[src/rtl/fp_misc_pipe.sv]
// fp_misc_pipe
// Pipelined non-arithmetic FP unit for the RISC-V F/D extensions. It covers
// move, sign-injection, min/max, compare and classify on one configurable
// format of W = 1+EXP_W+FRAC_W bits, with NaN-boxing when FLEN > W.
// All decode and compute is combinational in front of stage 1. Stages 2..STAGES
// are plain delay registers. The whole pipe advances together whenever the
// output slot is empty or is being consumed.
//
// Ports
//   clk          clock, all state on the rising edge
//   rst          synchronous active-high reset
//   in_valid     operation offered
//   in_ready     operation accepted when in_valid && in_ready
//   command      0 Move, 1 Sgnj, 2 Sgnjn, 3 Sgnjx, 4 Min, 5 Max,
//                6 Eq, 7 Lt, 8 Le, 9 Class, 10-15 illegal (all-zero result)
//   int_src1     integer source for Move
//   fp_src1/2    FP sources (NaN-boxed when FLEN > W)
//   out_valid    result present
//   out_ready    result consumed when out_valid && out_ready
//   int_result   integer write-back value
//   fp_result    FP write-back value (always boxed when it is the result)
//   flag_invalid NV exception for this result
module fp_misc_pipe #(
   parameter int XLEN   = 32,
   parameter int FLEN   = 32,
   parameter int EXP_W  = 8,
   parameter int FRAC_W = 23,
   parameter int STAGES = 2
) (
   input  logic              clk,
   input  logic              rst,
   input  logic              in_valid,
   output logic              in_ready,
   input  logic [3:0]        command,
   input  logic [XLEN-1:0]   int_src1,
   input  logic [FLEN-1:0]   fp_src1,
   input  logic [FLEN-1:0]   fp_src2,
   output logic              out_valid,
   input  logic              out_ready,
   output logic [XLEN-1:0]   int_result,
   output logic [FLEN-1:0]   fp_result,
   output logic              flag_invalid
);

   localparam int W = 1 + EXP_W + FRAC_W;

   localparam logic [3:0] CMD_MOVE  = 4'd0;
   localparam logic [3:0] CMD_SGNJ  = 4'd1;
   localparam logic [3:0] CMD_SGNJN = 4'd2;
   localparam logic [3:0] CMD_SGNJX = 4'd3;
   localparam logic [3:0] CMD_MIN   = 4'd4;
   localparam logic [3:0] CMD_MAX   = 4'd5;
   localparam logic [3:0] CMD_EQ    = 4'd6;
   localparam logic [3:0] CMD_LT    = 4'd7;
   localparam logic [3:0] CMD_LE    = 4'd8;
   localparam logic [3:0] CMD_CLASS = 4'd9;

   localparam logic [W-1:0]    CANON_NAN = {1'b0, {EXP_W{1'b1}}, 1'b1, {(FRAC_W-1){1'b0}}};
   // Expected contents of the operand bits above W once shifted down. This is
   // zero when FLEN == W, so every operand then counts as correctly boxed.
   localparam logic [FLEN-1:0] BOX_ONES  = {FLEN{1'b1}} >> W;

   // An operand whose upper bits are not all ones is not a valid narrow value
   // and is replaced by the canonical quiet NaN.
   function automatic logic [W-1:0] unbox(input logic [FLEN-1:0] x);
      logic [FLEN-1:0] upper;
      upper = x >> W;
      if (upper != BOX_ONES) begin
         return CANON_NAN;
      end
      return x[W-1:0];
   endfunction

   function automatic logic [FLEN-1:0] box(input logic [W-1:0] v);
      logic [FLEN-1:0] r;
      r = '1;
      r[W-1:0] = v;
      return r;
   endfunction

   logic [W-1:0]      w_a;
   logic [W-1:0]      w_b;
   logic              w_aSign, w_bSign;
   logic [EXP_W-1:0]  w_aExp, w_bExp;
   logic [FRAC_W-1:0] w_aFrac, w_bFrac;
   logic [W-2:0]      w_aMag, w_bMag;
   logic              w_aExpOnes, w_aExpZero, w_aFracZero;
   logic              w_bExpOnes, w_bExpZero, w_bFracZero;
   logic              w_aNaN, w_aSNaN, w_aInf, w_aZero, w_aSub, w_aNorm;
   logic              w_bNaN, w_bSNaN, w_bZero;
   logic              w_aLtTotal, w_bothZero, w_ordLt, w_ordEq;
   logic [9:0]        w_class;
   logic [W-1:0]      w_minVal, w_maxVal;
   logic [XLEN-1:0]   w_int;
   logic [FLEN-1:0]   w_fp;
   logic              w_flag;
   logic              w_advance;
   logic              w_unusedBits;

   assign w_unusedBits = ^(int_src1 >> W);

   // Split the unboxed operands into fields and derive the category of each.
   // Only operand a is ever classified, so b needs just NaN/zero/sign info.
   always_comb begin
      w_a         = unbox(fp_src1);
      w_b         = unbox(fp_src2);
      w_aSign     = w_a[W-1];
      w_bSign     = w_b[W-1];
      w_aExp      = w_a[W-2:FRAC_W];
      w_bExp      = w_b[W-2:FRAC_W];
      w_aFrac     = w_a[FRAC_W-1:0];
      w_bFrac     = w_b[FRAC_W-1:0];
      w_aMag      = w_a[W-2:0];
      w_bMag      = w_b[W-2:0];
      w_aExpOnes  = &w_aExp;
      w_aExpZero  = ~|w_aExp;
      w_aFracZero = ~|w_aFrac;
      w_bExpOnes  = &w_bExp;
      w_bExpZero  = ~|w_bExp;
      w_bFracZero = ~|w_bFrac;
      w_aNaN      = w_aExpOnes & ~w_aFracZero;
      w_aSNaN     = w_aNaN & ~w_aFrac[FRAC_W-1];
      w_aInf      = w_aExpOnes & w_aFracZero;
      w_aZero     = w_aExpZero & w_aFracZero;
      w_aSub      = w_aExpZero & ~w_aFracZero;
      w_aNorm     = ~w_aExpOnes & ~w_aExpZero;
      w_bNaN      = w_bExpOnes & ~w_bFracZero;
      w_bSNaN     = w_bNaN & ~w_bFrac[FRAC_W-1];
      w_bZero     = w_bExpZero & w_bFracZero;
   end

   // Ordering of two non-NaN values. The "total" form puts -0 below +0, which
   // is what min/max needs. Compares treat the two zeros as equal instead.
   // Sign-magnitude order flips for negative numbers.
   always_comb begin
      if (w_aSign != w_bSign) begin
         w_aLtTotal = w_aSign;
      end else if (w_aSign) begin
         w_aLtTotal = w_aMag > w_bMag;
      end else begin
         w_aLtTotal = w_aMag < w_bMag;
      end
      w_bothZero = w_aZero & w_bZero;
      w_ordLt    = w_aLtTotal & ~w_bothZero;
      w_ordEq    = (w_a == w_b) | w_bothZero;
   end

   // Min/max: a single NaN loses to the other operand. Two NaNs collapse to
   // the canonical quiet NaN.
   always_comb begin
      if (w_aNaN && w_bNaN) begin
         w_minVal = CANON_NAN;
         w_maxVal = CANON_NAN;
      end else if (w_aNaN) begin
         w_minVal = w_b;
         w_maxVal = w_b;
      end else if (w_bNaN) begin
         w_minVal = w_a;
         w_maxVal = w_a;
      end else begin
         w_minVal = w_aLtTotal ? w_a : w_b;
         w_maxVal = w_aLtTotal ? w_b : w_a;
      end
   end

   // One-hot fclass encoding, bit 0 is -inf through bit 9 quiet NaN.
   always_comb begin
      w_class    = '0;
      w_class[0] = w_aSign & w_aInf;
      w_class[1] = w_aSign & w_aNorm;
      w_class[2] = w_aSign & w_aSub;
      w_class[3] = w_aSign & w_aZero;
      w_class[4] = ~w_aSign & w_aZero;
      w_class[5] = ~w_aSign & w_aSub;
      w_class[6] = ~w_aSign & w_aNorm;
      w_class[7] = ~w_aSign & w_aInf;
      w_class[8] = w_aSNaN;
      w_class[9] = w_aNaN & ~w_aSNaN;
   end

   // Result select. Whichever write-back port a command does not use stays
   // zero. Illegal commands fall through to the all-zero default.
   always_comb begin
      w_int  = '0;
      w_fp   = '0;
      w_flag = 1'b0;
      case (command)
         CMD_MOVE: begin
            w_int          = {XLEN{fp_src1[W-1]}};
            w_int[W-1:0]   = fp_src1[W-1:0];
            w_fp           = box(int_src1[W-1:0]);
         end
         CMD_SGNJ:  w_fp = box({w_bSign, w_a[W-2:0]});
         CMD_SGNJN: w_fp = box({~w_bSign, w_a[W-2:0]});
         CMD_SGNJX: w_fp = box({w_aSign ^ w_bSign, w_a[W-2:0]});
         CMD_MIN: begin
            w_fp   = box(w_minVal);
            w_flag = w_aSNaN | w_bSNaN;
         end
         CMD_MAX: begin
            w_fp   = box(w_maxVal);
            w_flag = w_aSNaN | w_bSNaN;
         end
         CMD_EQ: begin
            w_int[0] = ~w_aNaN & ~w_bNaN & w_ordEq;
            w_flag   = w_aSNaN | w_bSNaN;
         end
         CMD_LT: begin
            w_int[0] = ~w_aNaN & ~w_bNaN & w_ordLt;
            w_flag   = w_aNaN | w_bNaN;
         end
         CMD_LE: begin
            w_int[0] = ~w_aNaN & ~w_bNaN & (w_ordLt | w_ordEq);
            w_flag   = w_aNaN | w_bNaN;
         end
         CMD_CLASS: w_int[9:0] = w_class;
         default: begin
            w_int  = '0;
            w_fp   = '0;
            w_flag = 1'b0;
         end
      endcase
   end

   logic            r_valid [STAGES];
   logic [XLEN-1:0] r_int   [STAGES];
   logic [FLEN-1:0] r_fp    [STAGES];
   logic            r_flag  [STAGES];

   // The pipe moves as a single unit: it only stalls when the last stage holds
   // a result nobody is taking.
   assign w_advance = ~(r_valid[STAGES-1] & ~out_ready);
   assign in_ready  = w_advance;

   // Stage registers. Reset wipes everything so in-flight work vanishes and the
   // outputs read zero. On an advance, stage 1 captures the computed result (or
   // zeros for a bubble) and every later stage takes its predecessor. With no
   // advance, every stage holds, which keeps the outputs bit-stable.
   always_ff @(posedge clk) begin
      if (rst) begin
         for (int s = 0; s < STAGES; s++) begin
            r_valid[s] <= 1'b0;
            r_int[s]   <= '0;
            r_fp[s]    <= '0;
            r_flag[s]  <= 1'b0;
         end
      end else if (w_advance) begin
         r_valid[0] <= in_valid;
         r_int[0]   <= in_valid ? w_int  : '0;
         r_fp[0]    <= in_valid ? w_fp   : '0;
         r_flag[0]  <= in_valid ? w_flag : 1'b0;
         for (int s = 1; s < STAGES; s++) begin
            r_valid[s] <= r_valid[s-1];
            r_int[s]   <= r_int[s-1];
            r_fp[s]    <= r_fp[s-1];
            r_flag[s]  <= r_flag[s-1];
         end
      end
   end

   assign out_valid    = r_valid[STAGES-1];
   assign int_result   = r_int[STAGES-1];
   assign fp_result    = r_fp[STAGES-1];
   assign flag_invalid = r_flag[STAGES-1];

endmodule

[config.mk]
export PLATFORM = sky130hd
export DESIGN_NAME = fp_misc_pipe
export DESIGN_NICKNAME = d
export VERILOG_FILES = /design/src/rtl/fp_misc_pipe.sv
export SDC_FILE = /design/constraint.sdc
export NUM_CORES = 1
export LEC_CHECK = 0
export ABC_AREA = 1
export CAP_MARGIN = 10
export CORE_MARGIN = 4
export CORE_UTILIZATION = 42
export CTS_BUF_LIST = sky130_fd_sc_hd__clkbuf_4
export DETAILED_ROUTE_END_ITERATION = 10
export PLACE_DENSITY = 0.67
export SYNTH_ARGS = -nofsm -noshare
export SYNTH_HDL_FRONTEND = slang
export SYNTH_SLANG_ARGS = --single-unit
[constraint.sdc]
create_clock -name clk -period 7.5 [get_ports clk]
set_input_delay 1.125 -clock clk [delete_from_list [all_inputs] [get_ports clk]]
set_output_delay 1.125 -clock clk [all_outputs]
set_load 0.1 [all_outputs]
==> results.sh <==
export IMPL_cts_inserted_buffers=17
export IMPL_dieArea_sq_mm=0.0229
export IMPL_nFillCells=1979
export IMPL_via_per_inst=4.99
export IMPL_synth_net_count=1205
export IMPL_gr_total_overflow=0
export IMPL_fin_setup_tns_ns=0
export IMPL_track_usage_pct=20.5
export IMPL_synth_area_sq_mm=0.00864
export IMPL_grt_pass1_wl_um=35700
export IMPL_syn_inst=1068
export IMPL_ant_nets=0
export IMPL_switchingPower_mw=0.589
export IMPL_start_util_pct=42.7
export IMPL_fin_skew_ns=0.0187
export IMPL_sw_frac_of_total_pct=32.9
export IMPL_fp_row_count=52
export IMPL_combPwrFrac_pct=24.3
export IMPL_dieWidth_um=151
export IMPL_cp_max_fo=51
export IMPL_slew_headroom_pct=21.3
export IMPL_finalWirelength_um=23500
export IMPL_hold_viol=0
export IMPL_die_y_um=151
export IMPL_antenna_found_initial=2
export IMPL_hp_class="reg -> reg"
export IMPL_worstPathArrival_ns=4.68
export IMPL_p_leak_nw=4.42
export IMPL_io_pins=171
export IMPL_detail_route_wl_per_cell_um=16.3
export IMPL_cts_sinks=132
export IMPL_period_share_pct=56.9
export IMPL_timing_hold_ws_ns=0.551
export IMPL_layout_commonest_cell="nand2_1"
export IMPL_final_min_clock_period_ns=4.26
export IMPL_syn_to_final_growth_pct=19.9
export IMPL_ctsHoldBuffers=0
export IMPL_maxCapViolCount=0
export IMPL_clock_latency_ns=0.57
export IMPL_postCtsSetupRepairBufs=0
export IMPL_fmax_ghz=0.234
export IMPL_fin_nets=1295
export IMPL_worstMarginPinSlew_ns=1.18
export IMPL_startpoint_type="input port"
export IMPL_yosysSeqAreaShare_pct=45.9
export IMPL_core_area_sq_mm=0.0202
export IMPL_drtPass1Iterations=6
export IMPL_cts_repair_resized=0
export IMPL_drt_initial_drc_count=604
export IMPL_report_final_slew_viol_count=0
export IMPL_avgSynthCellArea_sq_um=8.09
export IMPL_cp_required_ns=7.91
export IMPL_status="complete, no violations"
export IMPL_p_int_mw=1.20
export IMPL_grt_pass1_vias=6601
export IMPL_setup_viol=0
export IMPL_final_cell_mix="nand2_1 (229), inv_1 (190), clkdlybuf4s50_1 (170)"
export IMPL_cts_root_buf="clkbuf_4"
export IMPL_vias=7196
export IMPL_yosys_warnings=0
export IMPL_grt_start_max_net_pins=72
export IMPL_endpoint_kind="flip-flop"
export IMPL_p_per_area_mw_per_mm2=173
export IMPL_rsz0062_at_grt="false"
export IMPL_worstSetupPathType="in -> reg"
export IMPL_ctsHtreeMaxLevel=4
export IMPL_cts_tree="done"
export IMPL_clk_pin_slew_ns=0.11
export IMPL_pwr_share_seq_pct=47.5
export IMPL_drive_gt1_share_pct=7.09
export IMPL_netlist_cell_type_count=33
export IMPL_io_buffers=170
export IMPL_place_hpwl_um=16900
export IMPL_place_gp_congestion=0.913
export IMPL_pwr_share_clk_pct=28.2
export IMPL_cts_buffer_depth=2
export IMPL_ir_drop_mv=0.0808
export IMPL_drc=0
export IMPL_ys_ff_latch=132
-- area by class of cell --
type                       count  area (sq um)  area share (%)
timing repair buffer         177          1750            16.9
sequential                   132          3960            38.3
tap                          270           338            3.26
antenna                        2          5.00          0.0483
clock inverter                14           161            1.56
inverter                     196           736            7.10
multi-input combinational    634          3270            31.6
clock buffer                  17           128            1.23
-- per-stage QoR --
stage / utilization, % / instance area [sq um] / setup WS [ns] / total power [mW] / instances
final: 51.2 / 10400 / 3.24 / 1.79 / 1442
after global routing: 51.2 / 10400 / 3.05 / 1.86 / 1442
after CTS: 51.2 / 10400 / 3.38 / 1.80 / 1440
after detailed placement: 49.7 / 10100 / 2.76 / 1.30 / 1409
after global placement: 49.7 / 10100 / 2.79 / 1.29 / 1409
after floorplan: - / 8640 / 1.88 / 1.18 / 1068
-- worst paths after layout --
kind,to,start,cells after the start,slack (ns)
worst min register to register,r_int[0][51],r_int[0][19],2,0.55
worst max register to register,r_int[0][9],r_valid[0][1],7,4.47
worst min-delay path,r_int[0][51],r_int[0][19],2,0.55
worst max-delay path,r_fp[0][17],fp_src1[10],10,3.24
-- per-layer routing --
metal / vias to the layer above / wire length, um / global-route usage (%)
met5: - / 0 / 0
li1: 3563 / - / -
met1: 3263 / 10000 / 27.3
met2: 322 / 10900 / 32.8
met4: 0 / 660 / 6.94
met3: 48 / 1910 / 4.94
-- power by group through the flow --
stage	registers (mW)	clock network [mW]	logic [mW]
finish	0.848	0.505	0.433
detailed placement	0.866	0	0.430
global placement	0.866	0	0.428
floorplan	0.868	0	0.310
global route	0.852	0.548	0.464
CTS	0.849	0.515	0.432
-- synth_stat cells (all sizes together) --
library cell | instances | area (sq um)
nor3 | 4 | 25.0
clkbuf | 19 | 71.3
o31ai | 2 | 15.0
nand3 | 120 | 613
a21oi | 38 | 273
o32ai | 3 | 26.3
edfxtp | 132 | 3960
nand4 | 19 | 125
ha | 33 | 413
a21o | 2 | 15.0
o22ai | 6 | 37.5
nor2 | 114 | 435
nand2 | 239 | 945
buf | 87 | 623
o21ai | 37 | 185
nand3b | 8 | 60.1
inv | 195 | 732
nor4 | 8 | 68.8
o2111ai | 1 | 8.76
clkinv | 1 | 3.75
-- cell families after synthesis --
family          share of synthesized area (%)
simple gates                             26.3
buf+inv                                  16.6
flops                                    45.9
compound gates                           6.49
fa+ha+maj                                4.78
-- worst max-delay path: stages --
cell and delay (ns):
clkdlybuf4s50_1 0.42, inv_1 0.20, nand4_1 0.14, nor3_1 0.32, nand3_1 0.19, nand2_2 0.77
inv_1 0.27, nand3_1 0.82, nand2_1 0.20, a21oi_2 0.17
-- registers in the layout (all words and copies together), names as in the netlist --
signal / flops
r_fp: 64
r_int: 64
r_flag: 2
r_valid: 2
(Power assumes the default switching activity.)
